File: src/rtl/serial_link.sv
// serial_link: transfer engine behind the SB (serial data) and SC (serial
// control) registers. While SC[7] is set it shifts SB out MSB-first on sout
// and shifts sin into SB LSB-first, eight bits per transfer. It then clears
// SC[7] and pulses serial_int.
//
// The block does not own SB/SC. It sees their current values (sb_q, sc_q)
// and returns their next values (sb_d, sc_d).
//
// Ports:
//   clk, rst_n        system clock, asynchronous active-low reset
//   sb_q / sb_d       current / next SB value
//   sc_q / sc_d       current / next SC value
//                     (bit 7 = start/busy, bit 0 = 1 internal clock)
//   serial_int        one-cycle interrupt request on completion
//   busy              high while a transfer is in progress
//   sclk_in           external link clock (asynchronous)
//   sclk_out, sclk_oe internal link clock (idles high) and its drive enable
//   sin               link serial input (asynchronous)
//   sout              link serial output (idles high)
//
// state    | meaning
// ---------+----------------------------------------------------------
// IDLE     | no transfer; link outputs parked high, sclk not driven
// INT_LOW  | internal clock low half; last cycle is the shift cycle
// INT_HIGH | internal clock high half; at its end the next bit goes out
// EXT_WAIT | external clock mode; edges of synchronised sclk_in act
module serial_link #(
  parameter int CLK_DIV     = 512,
  parameter int SYNC_STAGES = 2
) (
  input  logic       clk,
  input  logic       rst_n,
  input  logic [7:0] sb_q,
  input  logic [7:0] sc_q,
  output logic [7:0] sb_d,
  output logic [7:0] sc_d,
  output logic       serial_int,
  output logic       busy,
  input  logic       sclk_in,
  output logic       sclk_out,
  output logic       sclk_oe,
  input  logic       sin,
  output logic       sout
);

  localparam int H  = CLK_DIV / 2;
  localparam int TW = $clog2(H);
  localparam logic [TW-1:0] HALF_LOAD = TW'(H - 1);

  typedef enum logic [1:0] {
    IDLE     = 2'd0,
    INT_LOW  = 2'd1,
    INT_HIGH = 2'd2,
    EXT_WAIT = 2'd3
  } state_t;

  state_t                 state, state_nx;
  logic [TW-1:0]          timer, timer_nx;
  logic [2:0]             bit_cnt, bit_cnt_nx;
  logic                   done, done_nx;
  logic                   sclk_out_nx, sclk_oe_nx, sout_nx;
  logic                   shift, abort;

  logic [SYNC_STAGES-1:0] sclk_sync, sin_sync;
  logic                   sclk_s, sin_s, sclk_prev;
  logic                   sclk_rise, sclk_fall;

  assign sclk_s = sclk_sync[SYNC_STAGES-1];
  assign sin_s  = sin_sync[SYNC_STAGES-1];
  assign busy   = (state != IDLE);

  // Synchronisers are preset high so that reset release does not look
  // like a falling edge on an idle (high) link. The edge pulses are
  // registered, which puts a pin edge SYNC_STAGES+1 cycles ahead of the
  // cycle that acts on it.
  always_ff @(posedge clk or negedge rst_n) begin
    if (!rst_n) begin
      sclk_sync <= '1;
      sin_sync  <= '1;
      sclk_prev <= 1'b1;
      sclk_rise <= 1'b0;
      sclk_fall <= 1'b0;
    end else begin
      sclk_sync <= {sclk_sync[SYNC_STAGES-2:0], sclk_in};
      sin_sync  <= {sin_sync[SYNC_STAGES-2:0], sin};
      sclk_prev <= sclk_s;
      sclk_rise <= sclk_s & ~sclk_prev;
      sclk_fall <= ~sclk_s & sclk_prev;
    end
  end

  always_ff @(posedge clk or negedge rst_n) begin
    if (!rst_n) begin
      state    <= IDLE;
      timer    <= '0;
      bit_cnt  <= '0;
      done     <= 1'b0;
      sclk_out <= 1'b1;
      sclk_oe  <= 1'b0;
      sout     <= 1'b1;
    end else begin
      state    <= state_nx;
      timer    <= timer_nx;
      bit_cnt  <= bit_cnt_nx;
      done     <= done_nx;
      sclk_out <= sclk_out_nx;
      sclk_oe  <= sclk_oe_nx;
      sout     <= sout_nx;
    end
  end

  always_comb begin
    state_nx    = state;
    timer_nx    = timer;
    bit_cnt_nx  = bit_cnt;
    done_nx     = done;
    sclk_out_nx = sclk_out;
    sclk_oe_nx  = sclk_oe;
    sout_nx     = sout;
    sb_d        = sb_q;
    sc_d        = sc_q;
    serial_int  = 1'b0;
    shift       = 1'b0;

    // Dropping SC[7] mid-transfer wins over any shift or completion.
    abort = (state != IDLE) && !sc_q[7];

    unique case (state)
      IDLE: begin
        // The clock source is captured in the choice of next state, so
        // later writes to SC[0] cannot disturb a running transfer.
        if (sc_q[7]) begin
          bit_cnt_nx = '0;
          done_nx    = 1'b0;
          timer_nx   = HALF_LOAD;
          if (sc_q[0]) begin
            state_nx    = INT_LOW;
            sclk_out_nx = 1'b0;
            sclk_oe_nx  = 1'b1;
            sout_nx     = sb_q[7];
          end else begin
            state_nx = EXT_WAIT;
          end
        end
      end
      INT_LOW: begin
        if (timer == '0) begin
          shift       = 1'b1;
          state_nx    = INT_HIGH;
          timer_nx    = HALF_LOAD;
          sclk_out_nx = 1'b1;
        end else begin
          timer_nx = timer - 1'b1;
        end
      end
      INT_HIGH: begin
        if (timer == '0) begin
          state_nx    = INT_LOW;
          timer_nx    = HALF_LOAD;
          sclk_out_nx = 1'b0;
          sout_nx     = sb_q[7];
        end else begin
          timer_nx = timer - 1'b1;
        end
      end
      EXT_WAIT: begin
        if (sclk_fall) sout_nx = sb_q[7];
        if (sclk_rise) shift = 1'b1;
      end
      default: state_nx = IDLE;
    endcase

    if (abort) begin
      state_nx = IDLE;
    end else if (shift && !done) begin
      sb_d       = {sb_q[6:0], sin_s};
      bit_cnt_nx = bit_cnt + 3'd1;
      // The eighth shift completes the transfer; the done flag keeps the
      // 3-bit counter from being reused as a ninth bit.
      if (bit_cnt == 3'd7) begin
        done_nx    = 1'b1;
        sc_d       = {1'b0, sc_q[6:0]};
        serial_int = 1'b1;
        state_nx   = IDLE;
      end
    end

    if (state != IDLE && state_nx == IDLE) begin
      sclk_out_nx = 1'b1;
      sclk_oe_nx  = 1'b0;
      sout_nx     = 1'b1;
    end
  end

endmodule

File: config.mk
export PLATFORM = sky130hd
export DESIGN_NAME = serial_link
export DESIGN_NICKNAME = d
export VERILOG_FILES = /design/src/rtl/serial_link.sv
export SDC_FILE = /design/constraint.sdc
export NUM_CORES = 1
export LEC_CHECK = 0
export CORE_UTILIZATION = 47
export CTS_CLUSTER_SIZE = 10
export DETAILED_ROUTE_END_ITERATION = 8
export PLACE_DENSITY = 0.79
export SLEW_MARGIN = 20
export SYNTH_ARGS = -nofsm -noshare
export SYNTH_HDL_FRONTEND = slang
export SYNTH_SLANG_ARGS = --single-unit
File: constraint.sdc
create_clock -name clk -period 2.95 [get_ports clk]
set_input_delay 0.7375 -clock clk [delete_from_list [all_inputs] [get_ports clk]]
set_output_delay 0.7375 -clock clk [all_outputs]
set_load 0.05 [all_outputs]
# Word-level counts from Yosys, hierarchy flattened
# Cells that the tools add are included.
[word_totals]
out_inout_bits = 21
latch_bits = 0
rom_bits = 0
mem_count = 0
elab_cells = 95
mem_bits_rw = 0
register_bits = 24
[classes]
n_lt_le_gt_ge = 0
n_div = 0
n_addsub = 2
n_mux = 47
n_reduce_logical = 20
n_eq_ne = 10
bitwise = 4
mul = 0
n_shift = 0
[op_table]
columns = ["operator", "count"]
rows = [
  ["8-bit 2-to-1 mux", 7],
  ["1-bit 2-to-1 mux", 24],
  ["8-bit one-hot mux with 2 select lines", 1],
  ["3-bit inequality test (second input constant)", 5],
  ["2-bit 2-to-1 mux", 7],
  ["3-bit 2-to-1 mux", 4],
  ["5-bit AND reduction", 2],
  ["2-bit nonzero test", 5],
  ["8-bit zero test", 1],
  ["4-bit nonzero test", 2],
  ["8-bit by 1-bit subtractor with 8-bit output (second input constant)", 1],
  ["1-bit one-hot mux with 3 select lines", 2],
  ["2-bit one-hot mux with 3 select lines", 1],
  ["2-bit equality test (second input constant)", 2],
  ["2-bit zero test", 2],
  ["3-bit by 1-bit adder with 3-bit output (second input constant)", 1],
  ["3-bit equality test (second input constant)", 1],
  ["1-bit logical AND", 3],
  ["3-bit AND reduction", 1],
  ["1-bit bitwise AND", 2],
  ["2-bit by 1-bit equality test with 1-bit output (second input constant)", 1],
  ["1-bit zero test", 2],
  ["2-bit inequality test (second input constant)", 1],
  ["1-bit inverter", 2],
  ["other kinds (3)", 3],
]

# Longest topological paths before layout
# Gate-level depths: netlist of run 1.
[depth]
ltp_word = 10
depth_mapped = 8
depth_no_buf = 7

# Least setup slack after synthesis of run 1
# No wires, ideal clock.
[synth_path]
path_kind = "flip-flop to output port"
startpoint = "register timer[0]"
endpoint = "output sb_d[2]"
path_slack_ns = 0.227
required_ns = 2.213
arrival_time_ns = 1.985
stages_incl_launch_ff = 8
cell_sequence = "dfrtp_1 -> inv_1 -> ha_1 -> nor3b_1 -> a32oi_1 -> nor3_2 -> buf_4 -> mux2_2"
[synth_via]
elab_chain_cells = 6
[synth_rtl]
columns = ["element", "line_no", "text"]
rows = [
  ["start, declared", "58", "logic [TW-1:0] timer, timer_nx;"],
  ["start signal, assigned", "103", "timer <= timer_nx;"],
  ["8-bit zero test", "147", "if (timer == '0) begin"],
  ["1-bit 2-to-1 mux", "147", ""],
  ["1-bit one-hot mux with 2 select lines", "128", "unique case (state)"],
  ["1-bit logical AND", "175", "end else if (shift && !done) begin"],
  ["8-bit 2-to-1 mux", "175", ""],
  ["8-bit 2-to-1 mux", "173", "if (abort) begin"],
  ["end, declared", "35", "output logic [7:0] sb_d,"],
]
# Every way passes these cells.

# Worst setup path in the final report of run 1
[layout_path]
startpoint = "register timer[1]"
endpoint = "output sb_d[5]"
# Same word-level chain as after synthesis.

==> metrics.log, run 1 <==
INFO  metric antenna-diode-count = 0
INFO  metric yosysSeqAreaShare = 41.8%
INFO  metric slack_of_the_critical_path = -68.0 ps
INFO  metric critical_path.max_stage_delay = 440 ps
INFO  metric routed-via-count = 1282
INFO  metric cts_inserted_buffers = 3
INFO  metric ff2ff_path_depth = 7
INFO  metric timing.critical_path.to = sb_d[5]
INFO  metric vdd_ir_drop_max = 0.000318 V
INFO  metric synth-edff-count = 0
INFO  metric ys_async_sr_fraction = 100%
INFO  metric wire_length_of_the_first_global_routing_pass = 6110 µm
INFO  metric post-route-period-util = 102%
INFO  metric synth_fp_nets = 177
INFO  metric synth.distinct_cells = 41
INFO  metric place_area = 0.00175 mm²
INFO  metric critPathBufInv = 3
INFO  metric timing.critical_path.fanout_max = 5
INFO  metric setup.worst_path.start_class = flop
INFO  metric fin_cells = 214
INFO  metric final_common_cell = nand2_1
INFO  metric fp.dieArea = 0.00333 mm²
INFO  metric static-leakage-power = 0.891 nW
INFO  metric worstReg2RegStart = state[0]
INFO  metric final_layout_size_suffix_gt1_share = 34.4%
INFO  metric area_delta_synth_final = 39.5%
INFO  metric final_stage_net_count = 213
INFO  metric post_route_drc_violation_count = 2
INFO  metric groute.usage.overall = 24.6%
INFO  metric floorplan.die.width = 57.7 µm
INFO  metric ctsHtreeMaxLevel = 1
INFO  metric timing.final.max_slew_violations = 0
INFO  metric r2r_path_end = sclk_oe
INFO  metric tritoncts_num_sinks = 24
INFO  metric pwr-share-seq = 30.3%
INFO  metric initial_utilization = 51.1%
INFO  metric finalHoldViolCount = 0
INFO  metric fmax = 0.331 GHz
INFO  metric drt-total-wl = 3800 µm
INFO  metric violations = design-rule violations, negative setup slack
INFO  metric worst_slew_pin_slew = 505 ps
INFO  metric netlist.area_leader.share = 29.2%
INFO  metric crit_arrival = 2280 ps
INFO  metric endpoint_kind = output port
INFO  metric firstDrtPassIters = 7
INFO  metric avgViaCountPerCell = 5.99
INFO  metric clkLatencyLatePin = 330 ps
INFO  metric clock-skew-final = 14.1 ps
INFO  metric design.portCount = 41
INFO  metric r2r_setup_slack = 880 ps
INFO  metric slew_headroom = 66.3%
INFO  metric path_cells = inv_2 -> ha_4 -> nor3b_4 -> a32oi_2 -> nor3_2 -> buf_4 -> mux2_4 -> buf_8
INFO  metric wire_length_per_cell_after_detailed_routing = 17.8 µm
INFO  metric cts_tree = yes
INFO  metric layout_common_cells = nand2_1, dfrtp_1, clkdlybuf4s50_1, buf_4, nor2_1
INFO  metric synth_area_leader_cell = dfrtp_1
INFO  metric hold_class = flop to flop
INFO  metric critPathTopFamily = buffers and inverters
INFO  metric yosys_reg_bits = 24
INFO  metric instance_count_after_placement_with_tap_cells_included = 201
INFO  metric placeable_core_area = 0.00285 mm²
INFO  metric clock_pin_slew_on_the_worst_setup_and_hold_paths = 150 ps
INFO  metric timing.critical_path.slowest_stage_cell = dfrtp_1
INFO  metric netSwitchingPower = 0.624 mW
INFO  metric synthesis.yosys.warnings = 0
INFO  metric cap_viol_max_count = 0
INFO  metric max-clock-path-buffers = 2
INFO  metric io_buffer_count = 28
INFO  metric crit_type = flop to output port
INFO  metric die_height = 57.7 µm
INFO  metric worstSetupPathDepth = 8
INFO  metric post-route-min-period = 3020 ps
INFO  metric cp-startpoint = timer[1]
INFO  metric vias_in_the_first_global_route = 1290
INFO  metric part_of_the_power_in_the_clock_network = 16.2%
INFO  metric post-route-cell-area = 0.00203 mm²
INFO  metric total_power = 1.50 mW
INFO  metric power.internal = 0.879 mW
INFO  metric setup_viol_count_final = 8
INFO  metric placementRows = 19
INFO  metric worst_hold_slack = 370 ps
INFO  metric clock_tree.root_cell = clkbuf_4
INFO  metric synthTopCellsByArea = dfrtp_1, dfstp_2, ha_1, mux2_2, nand2_1
INFO  metric syn-instance-count = 148
INFO  metric power-per-cell-area = 738 mW/mm²
INFO  metric initialDrtViolationCount = 77
INFO  metric cts_hold_buffers = 0
INFO  metric grt_max_degree = 23
INFO  metric grt_antenna_before_repair = 0
INFO  metric post_synth.cell_area_avg = 9.86 µm²
INFO  metric antenna_violating_nets_post_route = 0
INFO  metric finalWeightedCongestion = 0.946
INFO  metric grt_setup_unrepaired = yes
INFO  metric outcome = complete, but fails checks
INFO  metric power_frac_comb = 53.4%
INFO  metric globalRouteOverflowTotal = 0
INFO  metric hpwlAfterDp = 2410 µm
INFO  metric yosys_most_used_dff = dfrtp_1
INFO  metric cp_data_required_time = 2210 ps
INFO  metric syn-cell-area = 0.00146 mm²
INFO  metric switching_fraction_of_total_power = 41.5%
## state kept, by name, indices dropped and copies added, names as in the netlist
name / flops
bit_cnt: 3
done: 1
sclk_fall: 1
sclk_oe: 1
sclk_out: 1
sclk_prev: 1
sclk_rise: 1
sclk_sync: 2
sin_sync: 2
sout: 1
state: 2
timer: 8
## cells in the mapped netlist, drive strengths merged, types with 2 or more instances
master  instances
buf            11
xnor2           3
a21o            2
mux2i           2
a21oi           7
nor3b           2
o21ai           8
nor2           10
dfrtp          17
a32oi           2
ha              9
nand2          21
dfstp           7
a31oi           2
xor2            3
inv             6
mux2            9
nor2b           3
o31a            2
nor3            5
## area by class of cell
type / count / area [µm²]
well taps: 31 / 38.8
flip-flops and latches: 24 / 611
clock inverters: 1 / 30.0
inverters: 6 / 22.5
repair buffers: 42 / 462
clock buffers: 3 / 22.5
multi-input cells: 107 / 848
fillers: 201 / 818
## layer usage
| metal | global-route usage (%) | part of all wire, % |
|---|---|---|
| met5 | 0 | 0 |
| met4 | 9.52 | 1.8 |
| met3 | 5.58 | 4.6 |
| met2 | 42.5 | 54 |
| met1 | 29.9 | 39 |
## through the flow
stage	setup WS (ps)	util [%]	setup TNS, ps
3_5_place_dp	64.3	61.3	0
2_1_floorplan	227	-	0
6_report	-68.0	71.3	-426
3_3_place_gp	110	61.3	0
5_1_grt	-165	71.3	-1300
4_1_cts	-32.5	70.3	-133
## what timing repair did
action / CTS / global route
gates resized for setup: 41 / 2
cloned: 1 / 0
pin swaps: 2 / 2
endpoints found under the setup margin: 10 / 10
setup buffers: 5 / 3
## how the worst min path moves through the flow
stage	from	to	slack, ps	cells past startpoint
floorplan	sclk_sync[0]	sclk_sync[1]	350	0
global placement	sclk_sync[0]	sclk_sync[1]	350	0
detailed placement	sin_sync[0]	sin_sync[1]	350	0
CTS	sin_sync[0]	sin_sync[1]	370	0
global route	sclk_sync[0]	sclk_sync[1]	370	0
finish	sclk_sync[0]	sclk_sync[1]	370	0
## logic make-up (layout without fill, tap and decap cells)
kind of cell | Yosys count | in the layout | synth area share [%]
XOR/XNOR | 6 | 6 | 3.60
flip-flops | 24 | 24 | 41.8
AO/OA/AOI/OAI | 31 | 31 | 14.6
adder cells (fa/ha/maj) | 9 | 9 | 7.72
multiplexers | 11 | 11 | 8.32
AND/OR/NAND/NOR | 50 | 50 | 17.2
buffers and inverters | 17 | 52 | 6.77
## power by group through the flow
| stage | combinational (mW) | sequential (mW) | clock (mW) |
|---|---|---|---|
| final | 0.803 | 0.456 | 0.244 |
| after CTS | 0.784 | 0.452 | 0.251 |
| after detailed placement | 0.660 | 0.454 | 0 |
| after global routing | 0.870 | 0.461 | 0.263 |
| after floorplan | 0.448 | 0.497 | 0 |
| after global placement | 0.633 | 0.448 | 0 |
No activity file was read; power rests on OpenSTA's default activity.
==> run 2: changes to the inputs <==
--- a/config.mk
+++ b/config.mk
@@ -5,10 +5,11 @@
 export SDC_FILE = /design/constraint.sdc
 export NUM_CORES = 1
 export LEC_CHECK = 0
-export CORE_UTILIZATION = 47
+export CAP_MARGIN = 20
+export CORE_UTILIZATION = 43
 export CTS_CLUSTER_SIZE = 10
 export DETAILED_ROUTE_END_ITERATION = 8
-export PLACE_DENSITY = 0.79
+export PLACE_DENSITY = 0.76
 export SLEW_MARGIN = 20
 export SYNTH_ARGS = -nofsm -noshare
 export SYNTH_HDL_FRONTEND = slang
==> constraint.sdc (replaced) <==
create_clock -name clk -period 2.7 [get_ports clk]
set_input_delay 0.675 -clock clk [delete_from_list [all_inputs] [get_ports clk]]
set_output_delay 0.675 -clock clk [all_outputs]
set_load 0.05 [all_outputs]
==> run 2 against run 1 <==
The flow finishes with violations (negative setup slack). Final cell count grew 6.5%. Clock power shrank 20%. Worst hold slack lost 0.55 ps. Critical path type unchanged. Largest cell class unchanged. First-iteration DRC count shrank 25%.
==> metrics.log, run 2 (synthesized netlist as in run 1, its figures left out) <==
INFO  metric multi_input_comb_area = 812 µm² (-4.3%)
INFO  metric final_common_cell = nand2_1
INFO  metric seqCellArea = 611 µm² (unchanged)
INFO  metric floorplan.die.width = 60.2 µm (+4.4%)
INFO  metric register_with_the_most_flip_flops = timer
INFO  metric finalHoldViolCount = 0 (unchanged)
INFO  metric max-clock-path-buffers = 2 (unchanged)
INFO  metric initial_utilization = 46.6% (-4.5 points)
INFO  metric fmax = 0.352 GHz
INFO  metric initialDrtViolationCount = 58 (-25%)
INFO  metric avgViaCountPerCell = 5.43 (-9.4%)
INFO  metric finalWeightedCongestion = 0.809 (-14%)
INFO  metric violations = negative setup slack
INFO  metric final_stage_net_count = 214 (+0.47%)
INFO  metric hold_class = flop to flop
INFO  metric vdd_ir_drop_max = 0.000289 V (-9.0%)
INFO  metric number_of_flip_flops_in_the_largest_register = 8 (unchanged)
INFO  metric grt_max_degree = 23 (unchanged)
INFO  metric cts_tree = yes
INFO  metric placeable_core_area = 0.00313 mm² (+9.6%)
INFO  metric place_ws = -4.88 ps (-69.2 ps)
INFO  metric clock_pin_slew_on_the_worst_setup_and_hold_paths = 130 ps (-20 ps)
INFO  metric antenna_violating_nets_post_route = 0 (unchanged)
INFO  metric antenna-diode-count = 0 (unchanged)
INFO  metric cap_viol_max_count = 0 (unchanged)
INFO  metric worstReg2RegStart = state[0]
INFO  metric grt_setup_unrepaired = yes
INFO  metric place_area = 0.00178 mm² (+1.6%)
INFO  metric worst_slew_pin_slew = 495 ps (-10.7 ps)
INFO  metric clock-skew-final = 4.47 ps (-9.61 ps)
INFO  metric firstDrtPassIters = 4 (-3)
INFO  metric fillerInstances = 243 (+21%)
INFO  metric fin_cells = 228 (+6.5%)
INFO  metric post_route_drc_violation_count = 0 (-2)
INFO  metric instance_count_after_placement_with_tap_cells_included = 216 (+7.5%)
INFO  metric cp-startpoint = timer[2]
INFO  metric setup_viol_count_final = 9 (+1)
INFO  metric clkLatencyLatePin = 320 ps (about the same)
INFO  metric io_buffer_count = 28 (unchanged)
INFO  metric cts_inserted_buffers = 3 (unchanged)
INFO  metric design.portCount = 41 (unchanged)
INFO  metric static-leakage-power = 0.857 nW (-3.8%)
INFO  metric die_height = 60.2 µm (+4.4%)
INFO  metric layout_common_cells = nand2_1, dfrtp_1, clkdlybuf4s50_1, buf_4, nor2_1
INFO  metric groute.usage.overall = 19.6% (-5.0 points)
INFO  metric drt-total-wl = 3380 µm (-11%)
INFO  metric grt_antenna_before_repair = 0 (unchanged)
INFO  metric slew_headroom = 66.9% (+0.66 points)
INFO  metric cp_data_required_time = 2030 ps (-180 ps)
INFO  metric crit_type = flop to output port
INFO  metric routed-via-count = 1238 (-3.4%)
INFO  metric area_delta_synth_final = 36.6%
INFO  metric vias_in_the_first_global_route = 1168 (-9.5%)
INFO  metric slack_of_the_critical_path = -142 ps (-74.2 ps)
INFO  metric hpwlAfterDp = 2300 µm (-4.8%)
INFO  metric timing.final.max_slew_violations = 0 (unchanged)
INFO  metric cts_hold_buffers = 0 (unchanged)
INFO  metric wire_length_per_cell_after_detailed_routing = 14.8 µm (-17%)
INFO  metric globalRouteOverflowTotal = 0 (unchanged)
INFO  metric total_power = 1.50 mW (about the same)
INFO  metric post-route-period-util = 105%
INFO  metric ctsHtreeMaxLevel = 1 (unchanged)
INFO  metric setup.worst_path.start_class = flop
INFO  metric wire_length_of_the_first_global_routing_pass = 5210 µm (-15%)
INFO  metric post-route-min-period = 2840 ps
INFO  metric timing.critical_path.fanout_max = 5 (unchanged)
INFO  metric fp.dieArea = 0.00363 mm² (+9.0%)
INFO  metric tritoncts_num_sinks = 24 (unchanged)
INFO  metric timing.hold.worst.start = sclk_sync[0]
INFO  metric power-per-cell-area = 753 mW/mm² (+2.0%)
INFO  metric post-route-cell-area = 0.00199 mm² (-2.0%)
INFO  metric placementRows = 20 (+1)
INFO  metric reg_top3 = timer: 8 flops, bit_cnt: 3 flops
INFO  metric endpoint_kind = output port
INFO  metric clock_tree.root_cell = clkbuf_4
INFO  metric crit_arrival = 2170 ps (-110 ps)
INFO  metric r2r_setup_slack = 550 ps (-330 ps)
INFO  metric outcome = complete, but fails checks
INFO  metric final_layout_size_suffix_gt1_share = 34.8% (+0.36 points)
## run 2: layout make-up
type,instances,share of cell area (%)
sequential,24,30.6
inverter,6,1.13
multi-input combinational,107,40.7
timing repair buffer,43,22.9
clock buffer,4,1.82
tap,44,2.76
## run 2: report_power, final
group          switching, mW  internal [mW]  total (mW)
logic                  0.473          0.346       0.819
registers             0.0559          0.431       0.487
clock network          0.113         0.0826       0.195
total                  0.642          0.859        1.50
## run 2: final timing paths
| check | cells after the start | endpoint |
|---|---|---|
| worst max-delay path | 6 | sb_d[5] |
| worst min-delay path | 0 | sclk_sync[1] |
| worst max register to register | 8 | sclk_oe |
| worst min register to register | 0 | sclk_sync[1] |
| max in group asynchronous | 2 | sclk_sync[0] |
| min in group asynchronous | 1 | sin_sync[1] |
## run 2: through the flow
step	hold slack [ps]	util [%]	TNS, ps
floorplan	345	-	0
global placement	345	56.8	0
detailed placement	350	56.8	-10.2
CTS	372	62.8	-1020
global route	372	63.7	-1980
finish	369	63.7	-1140
## run 2: repair_timing
item / CTS / global route
gates resized for setup: 32 / 2
pin swaps: 3 / 0
gates cloned: 1 / 0
buffers inserted: 4 / 3
setup endpoints to repair: 10 / 10
## run 2: critical path, cell delays in order (launching register included)
cell	delay (ps)
dfrtp_1	460
nor4_2	340
a32oi_2	190
nor3_2	170
buf_4	180
mux2_2	350
buf_6	160
## run 2: layer usage
layer  vias to the layer above  global-route usage (%)  wire [µm]  part of all wire [%]
met3                         9                    4.98        130                   3.8
met5                         -                       0          0                     0
met1                       605                    23.3       1370                    41
met2                        40                    32.5       1800                    53
li1                        584                       -          -                     -
met4                         0                    9.63         76                   2.2
